**src/rtl/s2a_pkg.sv**
```systemverilog
// Shared definitions for the stream-to-AXI write arbiter.
package s2a_pkg;

    // Arbiter FSM encoding
    typedef enum logic [1:0] {
        IDLE = 2'd0,
        ADDR = 2'd1,
        DATA = 2'd2
    } s2a_state_e;

    // Base of the OCM high address window the writers target
    localparam logic [31:0] OCM_HADDR = 32'hfffc0000;

    // Default number of beats a burst may carry before it is flagged
    localparam int S2A_MAX_BEATS = 16;

endpackage

```
**src/rtl/s2a_rr_pick.sv**
```systemverilog
// Combinational round-robin picker: first request strictly after
// last_grant, wrapping back to index 0.
module s2a_rr_pick
    import s2a_pkg::*;
#(
    parameter int NREQ = 2,
    parameter int GW   = 2
) (
    input  logic [NREQ-1:0] req,
    input  logic [GW-1:0]   last_grant,
    output logic [GW-1:0]   pick_idx,
    output logic            pick_vld
);

    logic [NREQ-1:0] upper_s;
    logic [NREQ-1:0] upper_req_s;
    logic [GW-1:0]   upper_idx_s;
    logic [GW-1:0]   any_idx_s;

    // Mark requesters whose index lies above the last winner
    always_comb begin
        upper_s = '0;
        for (int i = 0; i < NREQ; i++) begin
            upper_s[i] = (GW'(i) > last_grant);
        end
    end

    assign upper_req_s = req & upper_s;

    // Lowest request above last_grant wins, otherwise wrap to the lowest request
    always_comb begin
        upper_idx_s = '0;
        any_idx_s   = '0;
        for (int i = NREQ - 1; i >= 0; i--) begin
            upper_idx_s = upper_req_s[i] ? GW'(i) : upper_idx_s;
            any_idx_s   = req[i]         ? GW'(i) : any_idx_s;
        end
        if (|upper_req_s) begin
            pick_idx = upper_idx_s;
        end else begin
            pick_idx = any_idx_s;
        end
        pick_vld = |req;
    end

endmodule

```
**src/rtl/s2a_axi_arbiter.sv**
```systemverilog
// Burst-level round-robin arbiter sharing one AXI AW/W channel pair
// between NREQ stream-to-AXI writers, with burst statistics.
module s2a_axi_arbiter
    import s2a_pkg::*;
#(
    parameter int NREQ      = 2,
    parameter int GW        = 2,
    parameter int MAX_BEATS = S2A_MAX_BEATS
) (
    input  logic                 AXI_clk,
    input  logic                 rst,
    input  logic [32*NREQ-1:0]   S_awaddr,
    input  logic [NREQ-1:0]      S_awvalid,
    output logic [NREQ-1:0]      S_awready,
    input  logic [NREQ-1:0]      S_wvalid,
    input  logic [NREQ-1:0]      S_wlast,
    output logic [NREQ-1:0]      S_wready,
    output logic [31:0]          AXI_awaddr,
    output logic                 AXI_awvalid,
    input  logic                 AXI_awready,
    output logic                 AXI_wvalid,
    output logic                 AXI_wlast,
    input  logic                 AXI_wready,
    output logic [GW-1:0]        grant_id,
    output logic                 busy,
    output logic [31:0]          burst_cnt,
    output logic                 burst_err
);

    localparam int BW = $clog2(MAX_BEATS) + 1;

    s2a_state_e     state_r, state_n_s;
    logic [GW-1:0]  grant_r, grant_n_s;
    logic [GW-1:0]  last_grant_r, last_grant_n_s;
    logic [BW-1:0]  beat_cnt_r, beat_cnt_n_s;
    logic [31:0]    burst_cnt_r, burst_cnt_n_s;
    logic           burst_err_r, burst_err_n_s;

    logic [GW-1:0]   pick_idx_s;
    logic            pick_vld_s;
    logic [NREQ-1:0] gsel_s;
    logic [31:0]     addr_sel_s;
    logic            awvalid_g_s;
    logic            aw_hs_s;
    logic            w_hs_s;

    s2a_rr_pick #(
        .NREQ (NREQ),
        .GW   (GW)
    ) u_pick (
        .req        (S_awvalid),
        .last_grant (last_grant_r),
        .pick_idx   (pick_idx_s),
        .pick_vld   (pick_vld_s)
    );

    // One-hot decode of the current owner and its address
    always_comb begin
        gsel_s     = '0;
        addr_sel_s = 32'd0;
        for (int i = 0; i < NREQ; i++) begin
            gsel_s[i]  = (grant_r == GW'(i));
            addr_sel_s = addr_sel_s | (S_awaddr[32*i +: 32] & {32{grant_r == GW'(i)}});
        end
    end

    assign awvalid_g_s = |(S_awvalid & gsel_s);

    // Forward the owner's valids and route the OCM readies back to it only
    always_comb begin
        AXI_awvalid = 1'b0;
        AXI_awaddr  = 32'd0;
        S_awready   = '0;
        AXI_wvalid  = 1'b0;
        AXI_wlast   = 1'b0;
        S_wready    = '0;
        case (state_r)
            ADDR: begin
                AXI_awvalid = awvalid_g_s;
                AXI_awaddr  = addr_sel_s;
                S_awready   = AXI_awready ? gsel_s : '0;
            end
            DATA: begin
                AXI_wvalid = |(S_wvalid & gsel_s);
                AXI_wlast  = |(S_wlast & gsel_s);
                S_wready   = AXI_wready ? gsel_s : '0;
            end
            default: begin
                AXI_awvalid = 1'b0;
            end
        endcase
    end

    assign aw_hs_s = AXI_awvalid & AXI_awready;
    assign w_hs_s  = AXI_wvalid & AXI_wready;

    // Next-state, grant bookkeeping and burst statistics
    always_comb begin
        state_n_s      = state_r;
        grant_n_s      = grant_r;
        last_grant_n_s = last_grant_r;
        beat_cnt_n_s   = beat_cnt_r;
        burst_cnt_n_s  = burst_cnt_r;
        burst_err_n_s  = burst_err_r;
        case (state_r)
            IDLE: begin
                if (pick_vld_s) begin
                    grant_n_s = pick_idx_s;
                    state_n_s = ADDR;
                end else begin
                    state_n_s = IDLE;
                end
            end
            ADDR: begin
                if (aw_hs_s) begin
                    state_n_s    = DATA;
                    beat_cnt_n_s = '0;
                end else if (!awvalid_g_s) begin
                    // requester withdrew its address: give up the slot
                    state_n_s      = IDLE;
                    last_grant_n_s = grant_r;
                end else begin
                    state_n_s = ADDR;
                end
            end
            DATA: begin
                if (w_hs_s) begin
                    beat_cnt_n_s = (beat_cnt_r == {BW{1'b1}}) ? beat_cnt_r
                                                              : beat_cnt_r + BW'(1);
                    if (AXI_wlast) begin
                        state_n_s      = IDLE;
                        last_grant_n_s = grant_r;
                        burst_cnt_n_s  = burst_cnt_r + 32'd1;
                    end else if (beat_cnt_r == BW'(MAX_BEATS - 1)) begin
                        // one beat beyond the limit and still no wlast
                        burst_err_n_s = 1'b1;
                    end else begin
                        burst_err_n_s = burst_err_r;
                    end
                end else begin
                    state_n_s = DATA;
                end
            end
            default: begin
                state_n_s = IDLE;
            end
        endcase
    end

    // State and statistics registers with synchronous reset
    always_ff @(posedge AXI_clk) begin
        if (rst) begin
            state_r      <= IDLE;
            grant_r      <= '0;
            last_grant_r <= GW'(NREQ - 1);
            beat_cnt_r   <= '0;
            burst_cnt_r  <= 32'd0;
            burst_err_r  <= 1'b0;
        end else begin
            state_r      <= state_n_s;
            grant_r      <= grant_n_s;
            last_grant_r <= last_grant_n_s;
            beat_cnt_r   <= beat_cnt_n_s;
            burst_cnt_r  <= burst_cnt_n_s;
            burst_err_r  <= burst_err_n_s;
        end
    end

    assign grant_id  = grant_r;
    assign busy      = (state_r == ADDR) || (state_r == DATA);
    assign burst_cnt = burst_cnt_r;
    assign burst_err = burst_err_r;

endmodule

```
**config.mk**
```make
export PLATFORM = sky130hd
export DESIGN_NAME = s2a_axi_arbiter
export DESIGN_NICKNAME = d
export VERILOG_FILES = /design/src/rtl/s2a_pkg.sv /design/src/rtl/s2a_rr_pick.sv /design/src/rtl/s2a_axi_arbiter.sv
export SDC_FILE = /design/constraint.sdc
export NUM_CORES = 1
export LEC_CHECK = 0
export BUFFER_PORTS_ARGS = -buffer_cell sky130_fd_sc_hd__buf_2
export CORE_ASPECT_RATIO = 1.75
export CORE_MARGIN = 8
export CORE_UTILIZATION = 49
export DETAILED_ROUTE_END_ITERATION = 7
export PLACE_DENSITY_LB_ADDON = 0.1
export SYNTH_ARGS = -nofsm -noshare
export SYNTH_HDL_FRONTEND = slang
export SYNTH_HIERARCHICAL = 1
export SYNTH_SLANG_ARGS = --single-unit
```
**constraint.sdc**
```tcl
create_clock -name AXI_clk -period 6.3 [get_ports AXI_clk]
set_input_delay 0.315 -clock AXI_clk [delete_from_list [all_inputs] [get_ports AXI_clk]]
set_output_delay 0.315 -clock AXI_clk [all_outputs]
set_load 0.05 [all_outputs]
```
==> impl_table.tex <==
\begin{tabular}{lr}
\hline
Metric & Value \\
\hline
\multicolumn{2}{l}{\textbf{Floorplanning}} \\
Placement Rows & 36 \\
Die area & $\sim$0.0084 mm2 \\
I/O pin count & 149 \\
Overall die height & about 120 um \\
Width of the chip & roughly 73 um \\
Core area & around 0.0055 mm2 \\
Initial core utilization & roughly 50\% \\
\multicolumn{2}{l}{\textbf{Clock tree}} \\
Total CTS buffers & 5 \\
Clock root buffer & sky130\_fd\_sc\_hd\_\_clkbuf\_8 \\
CTS HTree Levels & 2 \\
Hold-fix buffers at CTS & 0 \\
Clk slew on worst S/H paths & roughly 90 ps \\
CTS tree & yes \\
Number of gates resized after cts & 0 \\
Clock insertion delay at the later pin of the skew report & between 300 and 400 ps \\
Sink Count & 44 \\
Buffers from clock root to sink, at most & 2 \\
Total setup buffers inserted after CTS & 0 \\
\multicolumn{2}{l}{\textbf{Synthesis}} \\
Sequential area share after synthesis & between 30\% and 40\% \\
Post-synth top flop & sky130\_fd\_sc\_hd\_\_dfxtp\_1 \\
Instance count of the mapped netlist & $\sim$350 \\
Count of state elements after synthesis & between 40 and 50 \\
Compound-cell area share of the yosys netlist & a little under an eighth \\
Number of unique standard cell types used by synthesis & 45 \\
Post-synth net total & 430 \\
Summed instance area of the synthesized netlist & 0.00276 mm2 \\
Avg Cell Area, Syn & between 7 and 8 um2 \\
Fraction of registers with async set or reset after synthesis & 0\% \\
Adder and majority cell fraction of the synthesized area & roughly 3.6\% \\
Synth Warn \# & 6 \\
Count of flip-flops with a built-in enable after synthesis & 0 \\
Xor and xnor area share after synthesis & under 10\% \\
Yosys top cell area share & a little under a third \\
Simple-gate portion of the synthesized area & about 30\% \\
Dominant combinational cell family by area after synthesis & simple AND/OR/NAND/NOR gates \\
Largest cells by area after synthesis & sky130\_fd\_sc\_hd\_\_dfxtp\_1, sky130\_fd\_sc\_hd\_\_mux2i\_1, sky130\_fd\_sc\_hd\_\_nor2\_1, sky130\_fd\_sc\_hd\_\_a21oi\_1, sky130\_fd\_sc\_hd\_\_xor2\_1 \\
Area leader, netlist & sky130\_fd\_sc\_hd\_\_dfxtp\_1 \\
Fraction of synthesized area in multiplexers & roughly 13\% \\
\multicolumn{2}{l}{\textbf{Worst setup path}} \\
Type of element launching the critical path & flip-flop \\
Buffer and inverter count on the worst path & 2 \\
CP cell instances & inv\_1 > ha\_1 > nand3b\_1 > nor4\_4 > buf\_4 > nand4\_1 > or4\_1 > a21oi\_1 \\
Critical Path Max Stage Delay & around 560 ps \\
Max Fanout on Critical Path & 20 \\
Critical-path top delay cell & sky130\_fd\_sc\_hd\_\_or4\_1 \\
CP Capture Type & flip-flop \\
Largest delay share family, worst path & simple AND/OR/NAND/NOR gates \\
Type of the worst setup path & flip-flop to flip-flop \\
Data required, critical path & 6530 ps \\
Worst path arrival time & $\sim$2800 ps \\
\multicolumn{2}{l}{\textbf{STA}} \\
Sum Neg Setup Slack & 0 ps \\
\# setup viols final & 0 \\
Fin crit period & 2600 ps \\
Max-slew headroom at the worst pin & $\sim$24\% \\
Setup repair after global routing missed its margin & no \\
Pin slew with the least headroom to its limit & about 1100 ps \\
F\_max & between 300 and 400 MHz \\
Count of pins over their slew limit & 0 \\
Largest clock skew in the final design & 9.11 ps \\
Number of hold-slack violations in the final timing report & 0 \\
Share of the clock period used by the worst path & around two fifths \\
\multicolumn{2}{l}{\textbf{Finish}} \\
Sequential cell area & slightly below 900 um2 \\
Number of fill cells & 513 \\
Layout cells sized above 1 & about a third \\
Total Nets Final & $\sim$570 \\
Growth of design area from synthesis to finish & 32.0\% \\
Area of combinational cells with multiple inputs & approximately 0.0018 mm2 \\
Number of diodes added for antenna fixing & 0 \\
Total non-filler cell area in the finished layout & 0.00364 mm2 \\
\multicolumn{2}{l}{\textbf{Pwr}} \\
Sw power & 0.229 mW \\
Part of the total power dissipated in the clock network & approximately a third \\
Internal power & between 0.4 and 0.5 mW \\
Highest ir drop seen on vdd & between 150 and 200 uV \\
Fraction of power spent switching nets & 33.5\% \\
Total power density per cell area & between 150 and 200 mW/mm2 \\
Static Leak & 1.65 nW \\
Combinational power share & roughly a quarter \\
Post-layout total power & slightly below 0.7 mW \\
Sequential Power Share & a little over two fifths \\
\multicolumn{2}{l}{\textbf{Detailed routing}} \\
Antenna viol nets, final & 0 \\
Violation count after the first detailed-route iteration & 89 \\
Number of iterations in the first detailed-routing pass & 4 \\
Overall via count from detail\_route & 2977 \\
Average routed wire per standard cell & about 15 um \\
\# DRC & 0 \\
Via count normalized by instance count & roughly 5.3 \\
Total routed wirelength & about 8600 um \\
\multicolumn{2}{l}{\textbf{Placed design}} \\
Post-Place Cell Area & between 0.003 and 0.004 mm2 \\
Total half-perimeter wirelength after legalization and detailed placement & between 6000 and 7000 um \\
I/O Buffers & approximately 150 \\
Last weighted congestion value of the routability-driven placer & slightly above 0.8 \\
\multicolumn{2}{l}{\textbf{Run}} \\
Max-cap violations & 0 \\
\multicolumn{2}{l}{\textbf{GRT}} \\
Maximum number of pins on one net before global-route repair & 45 \\
Number of global-route vias before repair & around 2900 \\
Global-route wire length before repair & roughly 14000 um \\
Remaining global-route overflow & 0 \\
Antenna violations before repair & 0 \\
Overall routing resource usage & 20.2\% \\
\multicolumn{2}{l}{\textbf{Min path}} \\
Path class of the lowest-slack min-delay path & primary input to flip-flop \\
\multicolumn{2}{l}{\textbf{Outcome}} \\
Run status & completed \\
\hline
\end{tabular}
cell families after synthesis:
logic type	after synthesis
buf+inv	29
mux	37
flops	44
other cells	1
fa+ha+maj	8
simple gates	159
xor+xnor	15
compound gates	55
final timing paths:
check	slack (ps)	cells past startpoint	startpoint	endpoint
setup / recovery	3700	8	state_r[0]$_SDFFE_PP0P_	burst_cnt[29]$_SDFFE_PP0P_
hold / removal	400	4	S_awvalid[1]	grant_id[0]$_SDFFE_PP0P_
setup reg to reg	3700	8	state_r[0]$_SDFFE_PP0P_	burst_cnt[29]$_SDFFE_PP0P_
hold reg to reg	460	2	last_grant_r[1]$_SDFFE_PP0P_	last_grant_r[1]$_SDFFE_PP0P_
cells in the final DEF, fill, tap and decap left out, types with 2 or more instances in the layout:
cell                       count
sky130_fd_sc_hd__mux2i_1      36
sky130_fd_sc_hd__and4_1        3
sky130_fd_sc_hd__nor2_1       56
sky130_fd_sc_hd__nor2b_1       2
sky130_fd_sc_hd__nand3_1      12
sky130_fd_sc_hd__clkbuf_8      5
sky130_fd_sc_hd__dfxtp_1      43
sky130_fd_sc_hd__or3_1        13
sky130_fd_sc_hd__inv_1        10
sky130_fd_sc_hd__buf_2       148
sky130_fd_sc_hd__and2_1        3
sky130_fd_sc_hd__buf_4         2
sky130_fd_sc_hd__nand2_1      25
sky130_fd_sc_hd__nand4_1      11
sky130_fd_sc_hd__or4_1         7
sky130_fd_sc_hd__nor3_1        7
sky130_fd_sc_hd__xor2_1       13
sky130_fd_sc_hd__ha_1          8
sky130_fd_sc_hd__xnor2_1       2
sky130_fd_sc_hd__a21oi_1      26
sky130_fd_sc_hd__o31ai_1       5
sky130_fd_sc_hd__o21ai_0      13
sky130_fd_sc_hd__nand2b_1      2
sky130_fd_sc_hd__nand3b_1      2
sky130_fd_sc_hd__o21a_1        4
sky130_fd_sc_hd__and3_1        7
routing by layer:
metal	vias to the layer above	GRT usage, %	part of all wire [%]
met5	-	0	0
met4	0	9.95	2.7
met3	18	6.81	9.0
met2	104	35.8	51
met1	1354	20.2	37
li1	1501	-	-
flip-flops by register name, indices dropped and copies added (netlist names):
signal / cells
grant_id: 2
state_r: 2
burst_cnt: 32
beat_cnt_r: 5
last_grant_r: 2
burst_err: 1
metrics by stage:
| step | hold WS [ps] | setup slack (ps) | util, % | instances |
|---|---|---|---|---|
| after floorplan | 436 | 3620 | - | 348 |
| after global placement | 449 | 3820 | 64.2 | 555 |
| after detailed placement | 448 | 3720 | 64.2 | 555 |
| after CTS | 394 | 3690 | 66.2 | 563 |
| after global routing | 442 | 3460 | 66.2 | 563 |
| final | 401 | 3700 | 66.2 | 563 |
power by group through the flow:
stage | Sequential, mW | Combinational, mW | Clock, mW
finish | 0.286 | 0.183 | 0.215
global route | 0.286 | 0.197 | 0.233
CTS | 0.286 | 0.184 | 0.223
detailed placement | 0.292 | 0.184 | 0
global placement | 0.292 | 0.181 | 0
floorplan | 0.293 | 0.130 | 0
cells in the mapped netlist (10+ instances only):
cell type                  instances
sky130_fd_sc_hd__dfxtp_1          44
sky130_fd_sc_hd__clkbuf_1         11
sky130_fd_sc_hd__nand4_1          11
sky130_fd_sc_hd__nand3_1          12
sky130_fd_sc_hd__o21ai_0          13
sky130_fd_sc_hd__nand2_1          25
sky130_fd_sc_hd__inv_1            10
sky130_fd_sc_hd__xor2_1           13
sky130_fd_sc_hd__a21oi_1          26
sky130_fd_sc_hd__or3_1            13
sky130_fd_sc_hd__mux2i_1          36
sky130_fd_sc_hd__nor2_1           56
worst min-delay path, stage by stage:
cell and delay [ps]:
sky130_fd_sc_hd__buf_2 110, sky130_fd_sc_hd__and2_1 130, sky130_fd_sc_hd__nand3_1 60, sky130_fd_sc_hd__a21oi_1 50
final cells by class:
class	instances	area share [%]
clock buffers	6	2.00
clock inverters	2	0.963
inverters	10	1.03
multi-input cells	275	48.4
flip-flops and latches	44	24.3
well taps	76	2.61
repair buffers	150	20.8
Power figures use the tool's default switching activity.
